$ cat src/rtl/fft_top_mul_rnd_sat.sv
// Pipelined signed x unsigned multiplier with run-time rounding mode,
// saturation to OUT_WIDTH and a saturating overflow event counter.
// Pipeline: input register -> STAGES-2 product/retiming registers ->
// registered round/saturate output. A low ce freezes every stage.
module fft_top_mul_rnd_sat #(
  parameter int A_WIDTH   = 24,
  parameter int B_WIDTH   = 15,
  parameter int OUT_WIDTH = 24,
  parameter int SHIFT     = 14,
  parameter int STAGES    = 3,
  parameter int CNT_WIDTH = 16
) (
  input  logic                 clk,
  input  logic                 reset,
  input  logic                 ce,
  input  logic [A_WIDTH-1:0]   din0,
  input  logic [B_WIDTH-1:0]   din1,
  input  logic                 din_vld,
  input  logic [1:0]           rnd_mode,
  input  logic                 clr_cnt,
  output logic [OUT_WIDTH-1:0] dout,
  output logic                 dout_vld,
  output logic                 ovf,
  output logic [CNT_WIDTH-1:0] ovf_cnt
);

  localparam int FW = A_WIDTH + B_WIDTH;
  localparam int NP = STAGES - 2;

  localparam logic [FW:0] ONE_W = {{FW{1'b0}}, 1'b1};
  localparam logic [FW:0] HALF  = (ONE_W << SHIFT) >> 1;
  localparam logic [FW:0] MASK  = (ONE_W << SHIFT) - ONE_W;

  localparam logic [1:0] MODE_HALF_UP = 2'd1;
  localparam logic [1:0] MODE_CONV    = 2'd2;

  localparam logic [OUT_WIDTH-1:0] OUT_MAX = {1'b0, {(OUT_WIDTH-1){1'b1}}};
  localparam logic [OUT_WIDTH-1:0] OUT_MIN = {1'b1, {(OUT_WIDTH-1){1'b0}}};

  // Stage 1 registers
  logic [A_WIDTH-1:0] a_q;
  logic [B_WIDTH-1:0] b_q;
  logic [1:0]         mode_q;
  logic               vld_q;

  // Product and retiming registers
  logic signed [FW-1:0] p_q [NP];
  logic [1:0]           pm_q [NP];
  logic                 pv_q [NP];

  logic signed [FW-1:0] a_ext;
  logic signed [FW-1:0] b_ext;

  logic [FW:0]          ext;
  logic [FW:0]          frac;
  logic signed [FW:0]   r_trunc;
  logic signed [FW:0]   r_half;
  logic signed [FW:0]   r;
  logic                 in_range;
  logic [OUT_WIDTH-1:0] sat_dout;
  logic                 sat_ovf;
  logic                 cnt_inc;

  // Stage 1: capture operands, mode and valid together so each sample keeps its own mode
  always_ff @(posedge clk) begin
    // NOTE: data registers are reset as well as valid bits so reset leaves a fully zeroed, deterministic pipeline.
    if (reset) begin
      a_q    <= '0;
      b_q    <= '0;
      mode_q <= '0;
      vld_q  <= 1'b0;
    end else if (ce) begin
      // NOTE: sequential state uses non-blocking assignments so every stage samples pre-edge values.
      a_q    <= din0;
      b_q    <= din1;
      mode_q <= rnd_mode;
      vld_q  <= din_vld;
    end
  end

  // Both operands extended to FW bits; the exact product fits, so the FW-bit product is exact
  assign a_ext = {{B_WIDTH{a_q[A_WIDTH-1]}}, a_q};
  assign b_ext = {{A_WIDTH{1'b0}}, b_q};

  // Stages 2..STAGES-1: form the product, then shift it through retiming registers
  always_ff @(posedge clk) begin
    if (reset) begin
      for (int k = 0; k < NP; k++) begin
        p_q[k]  <= '0;
        pm_q[k] <= '0;
        pv_q[k] <= 1'b0;
      end
    end else if (ce) begin
      p_q[0]  <= a_ext * b_ext;
      pm_q[0] <= mode_q;
      pv_q[0] <= vld_q;
      for (int k = 1; k < NP; k++) begin
        p_q[k]  <= p_q[k-1];
        pm_q[k] <= pm_q[k-1];
        pv_q[k] <= pv_q[k-1];
      end
    end
  end

  // Round in FW+1 bits so adding the half LSB can never wrap
  always_comb begin
    // NOTE: every combinational output gets a default first, so no path can infer a latch.
    r       = '0;
    ext     = {p_q[NP-1][FW-1], p_q[NP-1]};
    frac    = ext & MASK;
    r_trunc = $signed(ext) >>> SHIFT;
    r_half  = $signed(ext + HALF) >>> SHIFT;
    case (pm_q[NP-1])
      MODE_HALF_UP: r = r_half;
      MODE_CONV: begin
        // Exact tie: pick the even neighbour of the floor value
        if (SHIFT != 0 && frac == HALF) r = r_trunc + {{FW{1'b0}}, r_trunc[0]};
        else                            r = r_half;
      end
      default: r = r_trunc;
    endcase
  end

  // Saturate: the value fits when all bits above the output sign bit match it
  always_comb begin
    in_range = (&r[FW:OUT_WIDTH-1]) | ~(|r[FW:OUT_WIDTH-1]);
    sat_dout = r[OUT_WIDTH-1:0];
    if (!in_range) sat_dout = r[FW] ? OUT_MIN : OUT_MAX;
    sat_ovf  = ~in_range & pv_q[NP-1];
  end

  assign cnt_inc = ce & sat_ovf;

  // Output stage: registered result, valid and overflow flag
  always_ff @(posedge clk) begin
    if (reset) begin
      dout     <= '0;
      dout_vld <= 1'b0;
      ovf      <= 1'b0;
    end else if (ce) begin
      dout     <= sat_dout;
      dout_vld <= pv_q[NP-1];
      ovf      <= sat_ovf;
    end
  end

  // Overflow event counter: saturates at all-ones, clear is not gated by ce and keeps a coincident event
  always_ff @(posedge clk) begin
    if (reset) begin
      ovf_cnt <= '0;
    end else if (clr_cnt) begin
      ovf_cnt <= cnt_inc ? {{(CNT_WIDTH-1){1'b0}}, 1'b1} : '0;
    end else if (cnt_inc && !(&ovf_cnt)) begin
      ovf_cnt <= ovf_cnt + {{(CNT_WIDTH-1){1'b0}}, 1'b1};
    end
  end

endmodule
$ cat config.mk
export PLATFORM = sky130hd
export DESIGN_NAME = fft_top_mul_rnd_sat
export DESIGN_NICKNAME = d
export VERILOG_FILES = /design/src/rtl/fft_top_mul_rnd_sat.sv
export SDC_FILE = /design/constraint.sdc
export NUM_CORES = 1
export LEC_CHECK = 0
export ABC_CLOCK_PERIOD_IN_PS = 17100
export BUFFER_PORTS_ARGS = -buffer_cell sky130_fd_sc_hd__buf_2
export CAP_MARGIN = 10
export CORE_MARGIN = 1
export CORE_UTILIZATION = 55
export CTS_BUF_LIST = sky130_fd_sc_hd__clkbuf_2
export CTS_CLUSTER_SIZE = 10
export DETAILED_ROUTE_END_ITERATION = 8
export PLACE_DENSITY = 0.73
export SLEW_MARGIN = 15
export SYNTH_ARGS = -nofsm -noshare
export SYNTH_HDL_FRONTEND = slang
export SYNTH_SLANG_ARGS = --single-unit
$ cat constraint.sdc
create_clock -name clk -period 17.1 [get_ports clk]
set_clock_uncertainty 0.05 [all_clocks]
set_input_delay 1.71 -clock clk [delete_from_list [all_inputs] [get_ports clk]]
set_output_delay 1.71 -clock clk [all_outputs]
set_load 0.01 [all_outputs]
# Word level (Yosys, flattened, before mapping)
# Memory sizes are Yosys's and may differ from the RTL's.
# Index checks and enable logic that the tools add are counted.
# classes
add_sub_neg	3
mul	1
div_mod_pow	0
order_cmp	0
n_eq_ne	3
shift	0
mux	18
n_bitwise	5
n_reduce_logical	9
# ops
operator	n
$pmux W40 S2	1
$mux W24	2
$add A39 B15 Y40 const B	1
$mux W40	1
$mul A24 B16 Y39	1
$mux W39	1
$reduce_or A39 Y1	1
$mux W16	2
$add A25 B2 Y26	1
$reduce_and A17 Y1	1
$reduce_or A17 Y1	1
$add A16 B1 Y16 const B	1
$reduce_and A16 Y1	1
$eq A14 B14 Y1 const B	1
$mux W1	10
$and A1 B1 Y1	2
$eq A2 B1 Y1 const B	1
$eq A2 B2 Y1 const B	1
$mux W2	1
$not A1 Y1	2
$reduce_bool A2 Y1	1
$reduce_or A2 Y1	1
$logic_and A1 B1 Y1	1
$logic_not A1 Y1	1
2 further kinds	2
# word_totals
register_bits	84
latchBits	0
ramBits	42
rom_bits	0
input_bits	46
out_inout_bits	42
memories	3
# mem_list
name	words	word_bits	rd	rd_clocked_by_memory_dff	wr	line	rtl
p_q	1	39	1	0	1	47	logic signed [FW-1:0] p_q [NP];
pm_q	1	2	1	0	1	48	logic [1:0] pm_q [NP];
pv_q	1	1	1	0	1	49	logic pv_q [NP];

# Logic depth before layout (Yosys ltp)
# An unclocked memory read counts as a cell.
# depth
depth_word	13
mapped_depth	25
depth_no_buf	24

# Least setup slack after synthesis
# No wires, ideal clock.
# synth_timing
path_type	flip-flop to flip-flop
from	register b_q[2]
to	memory p_q[0][37] in the netlist's numbering, data pin
arrival_time_ns	6.018
required_time_ns	16.786
path_slack_ns	10.768
stages_incl_launch_ff	21
n_path_buf	1
synth_period_minus_slack_ns	6.332
path_cell_list	dfxtp_1 > clkbuf_1 > nand2_1 > fa_1 > inv_1 > fa_1 > fa_1 > fa_1 > fa_1 > inv_1 > fa_1 > inv_1 > ha_1 > a21o_1 > a21o_1 > a221oi_1 > o21ai_0 > a21oi_1 > o21a_1 > or4_1 > nand3_1
# synth_between
elab_chain_len	2
# synth_rtl
element	line	rtl
from (decl)	42	logic [B_WIDTH-1:0] b_q;
from (signal assigned)	75	b_q <= din1;
$mul A24 B16 Y39	94	p_q[0] <= a_ext * b_ext;
$mux W39 (no source line)	n/a	
to (decl)	47	
# No other way between the ends.

# Worst setup path in the final report
# layout_timing
from	register b_q[11]
to	memory p_q[0][38] in the netlist's numbering, data pin
# Same word-level chain as after synthesis.

==> flow_metrics.py <==
metrics = {
    "drt": {
        "drtAntennaViolNets": 0,
        "drtIter0Drc": 871,
        "drc": 0,
        "routed.top_layer": "met4",
        "drtPass1Iterations": 5,
        "wl_per_cell_um": 18.16,
        "viasPerCell": 5.615,
        "wl_met1_um": 18890,
        "dr_wl_met3_um": 2690,
        "drt_wl_total_um": 46140,
        "vias": 14270,
        "wl_met2_um": 22940,
    },
    "placed_design": {
        "pre_cts_slack_ps": 9713,
        "post-place-cells": 2508,
        "postPlaceCellArea_um2": 19360,
        "gp_congestion": 0.9172,
        "port_buffers": 87,
        "dp_hpwl_um": 35260,
    },
    "worst_hold_path": {
        "hp-class": "reg2reg",
        "hp-start": "dout[5]",
    },
    "clock_tree": {
        "clockRootBuffer": "clkbuf_2",
        "insertion_delay_ps": 840,
        "postCtsSetupBuffers": 0,
        "clockBufferDepth": 2,
        "cts_resized": 0,
        "cts_tree": "done",
        "h-tree-depth": 4,
        "clock-sinks": 126,
        "clk_pin_slew_ps": 240,
        "cts-buffers-inserted": 17,
        "postCtsHoldBufs": 0,
    },
    "logic_synthesis": {
        "synthTopCellsByArea": "fa_1 (37%), dfxtp_1 (9.0%), inv_1 (7.8%)",
        "yosysTopAreaCell": "fa_1",
        "synth_mux_area_share_pct": 2.776,
        "synthCells": 2056,
        "netlist_top_cells_count": "inv_1 (390), fa_1 (345), nand2_1 (239)",
        "ys_seq_elements": 126,
        "synth_top_family_by_area": "adder cells",
        "synth_compound_area_share_pct": 7.344,
        "ys_warn_count": 0,
        "synth_simple_gate_area_share_pct": 18.50,
        "synth-edff-count": 42,
        "seq_area_frac_synth_pct": 15.77,
        "post-synth-top-area-fraction_pct": 37.02,
        "synth_adder_area_share_pct": 43.73,
        "synth_cell_types": 76,
        "synthXorXnorAreaFrac_pct": 2.066,
        "synthFlopType": "dfxtp_1",
        "async_reset_ff_share_pct": 0,
        "synth_area_um2": 18660,
        "synth.net_count": 2547,
        "synth_area_per_cell_um2": 9.074,
        "yosys.cell_count.top_type": "inv_1",
    },
    "setup_path": {
        "crit_required_ps": 17610,
        "crit_arrival_ps": 8040,
        "critPathLaunch": "b_q[11]",
        "end_kind": "flop",
        "rr_startpoint": "b_q[11]",
        "worstSetupPathType": "reg2reg",
        "cp_max_fo": 25,
        "startpoint_type": "flop",
    },
    "sta": {
        "maxSlewHeadroom_pct": 19.88,
        "post-route-period-util_pct": 44.01,
        "tightest_slew_ps": 1200,
        "setup-tns-final_ps": 0,
        "holdWs_ps": 440.6,
        "setup_ws_ps": 9574,
        "finalHoldViolations": 0,
        "period_needed_ps": 7526,
        "fmax_mhz": 132.9,
        "slew_violations": 0,
        "finalSetupViolCount": 0,
        "rsz0062_at_grt": "false",
    },
    "global_route": {
        "antenna_found_initial": 2,
        "grt_max_degree": 78,
        "grt_pass1_vias": 14950,
        "grt-ovfl-total": 0,
        "global_route.usage.total_pct": 28.76,
        "grt_pass1_wl_um": 76140,
    },
    "cells_and_area": {
        "final_nets": 2570,
        "fillers": 2946,
        "drive_gt1_share_pct": 7.170,
        "stdcell_area_um2": 19640,
        "instances_no_fill": 2541,
        "fin_util_pct": 58.73,
        "area_delta_synth_final_pct": 5.285,
    },
    "floorplan": {
        "initial_core_util_pct": 55.78,
        "rows": 67,
        "die_h_um": 186.2,
        "core_um2": 33450,
        "die-area_um2": 34660,
        "ioPinCount": 88,
        "die_w_um": 186.2,
    },
    "pwr": {
        "totalPowerFinal_mw": 1.041,
        "power_density_nw_per_um2": 52.97,
        "ir_worst_vdd_uv": 42.02,
        "p_leak_nw": 9.450,
    },
    "flow_run": {
        "drv_cap": 0,
    },
    "outcome": {
        "outcome": "finished clean",
    },
}
layout make-up:
class	count	area, um^2	share of cell area, %
Multi-Input combinational cell	1447	13880	70.68
Sequential cell	126	2944	14.99
Inverter	390	1464	7.453
Tap cell	448	560.5	2.854
Timing Repair Buffer	97	513.0	2.612
Clock inverter	15	190.2	0.9682
Clock buffer	17	85.08	0.4331
Antenna cell	1	2.502	0.01274
worst max-delay path: stages (launching register included):
cell and delay, ps:
dfxtp_1 1070, nand2_1 190, fa_1 560, inv_1 50, fa_1 460, fa_1 540, fa_1 520, fa_1 550
inv_1 50, fa_1 530, inv_1 40, ha_1 350, a21oi_1 280, o21ai_0 190, a211oi_1 290, a211oi_1 100
a221oi_1 590, o21ai_1 190, a211oi_1 410, or3_1 180, nand3_1 70
flip-flops by register name, summed over array words and instances, names as in the netlist:
register / cells
pm_q: 2
a_q: 24
b_q: 15
vld_q: 1
p_q: 39
mode_q: 2
dout_vld: 1
dout: 24
ovf: 1
ovf_cnt: 16
pv_q: 1
layer usage:
metal,global-route usage (%),vias to the layer above
met3,3.816,96
met2,50.06,498
li1,-,6470
met4,11.44,0
met5,0,-
met1,36.32,7203
cells by family after synthesis:
| logic type | after synthesis |
|---|---|
| AO/OA/AOI/OAI | 216 |
| XOR/XNOR | 44 |
| adder cells (fa/ha/maj) | 445 |
| buffers and inverters | 483 |
| flip-flops | 126 |
| multiplexers | 51 |
| AND/OR/NAND/NOR | 691 |
cell usage in the layout, fill, tap and decap left out, types with 18 or more instances in the layout:
master and count:
inv_1 390, fa_1 345, nand2_1 239, and2_1 176
nor2_1 120, ha_1 100, buf_2 86, dfxtp_1 83
a21oi_1 70, mux2i_1 48, edfxtp_1 42, o21ai_0 41
nor3_1 30, nand3_1 29, xnor2_1 29, a21o_1 21
nand4_1 18
worst paths after layout:
check                             endpoint  slack [ps]  cells after the start
worst min-delay path               dout[5]         440                      2
worst min register to register     dout[5]         440                      2
worst max-delay path            p_q[0][38]        9570                     20
worst max register to register  p_q[0][38]        9570                     20
report_power, final:
| part | internal [mW] | switching, mW |
|---|---|---|
| Clock | 0.0760 | 0.153 |
| Combinational | 0.165 | 0.254 |
| Sequential | 0.339 | 0.0539 |
Note: power is estimated with default switching activity, not from simulation.
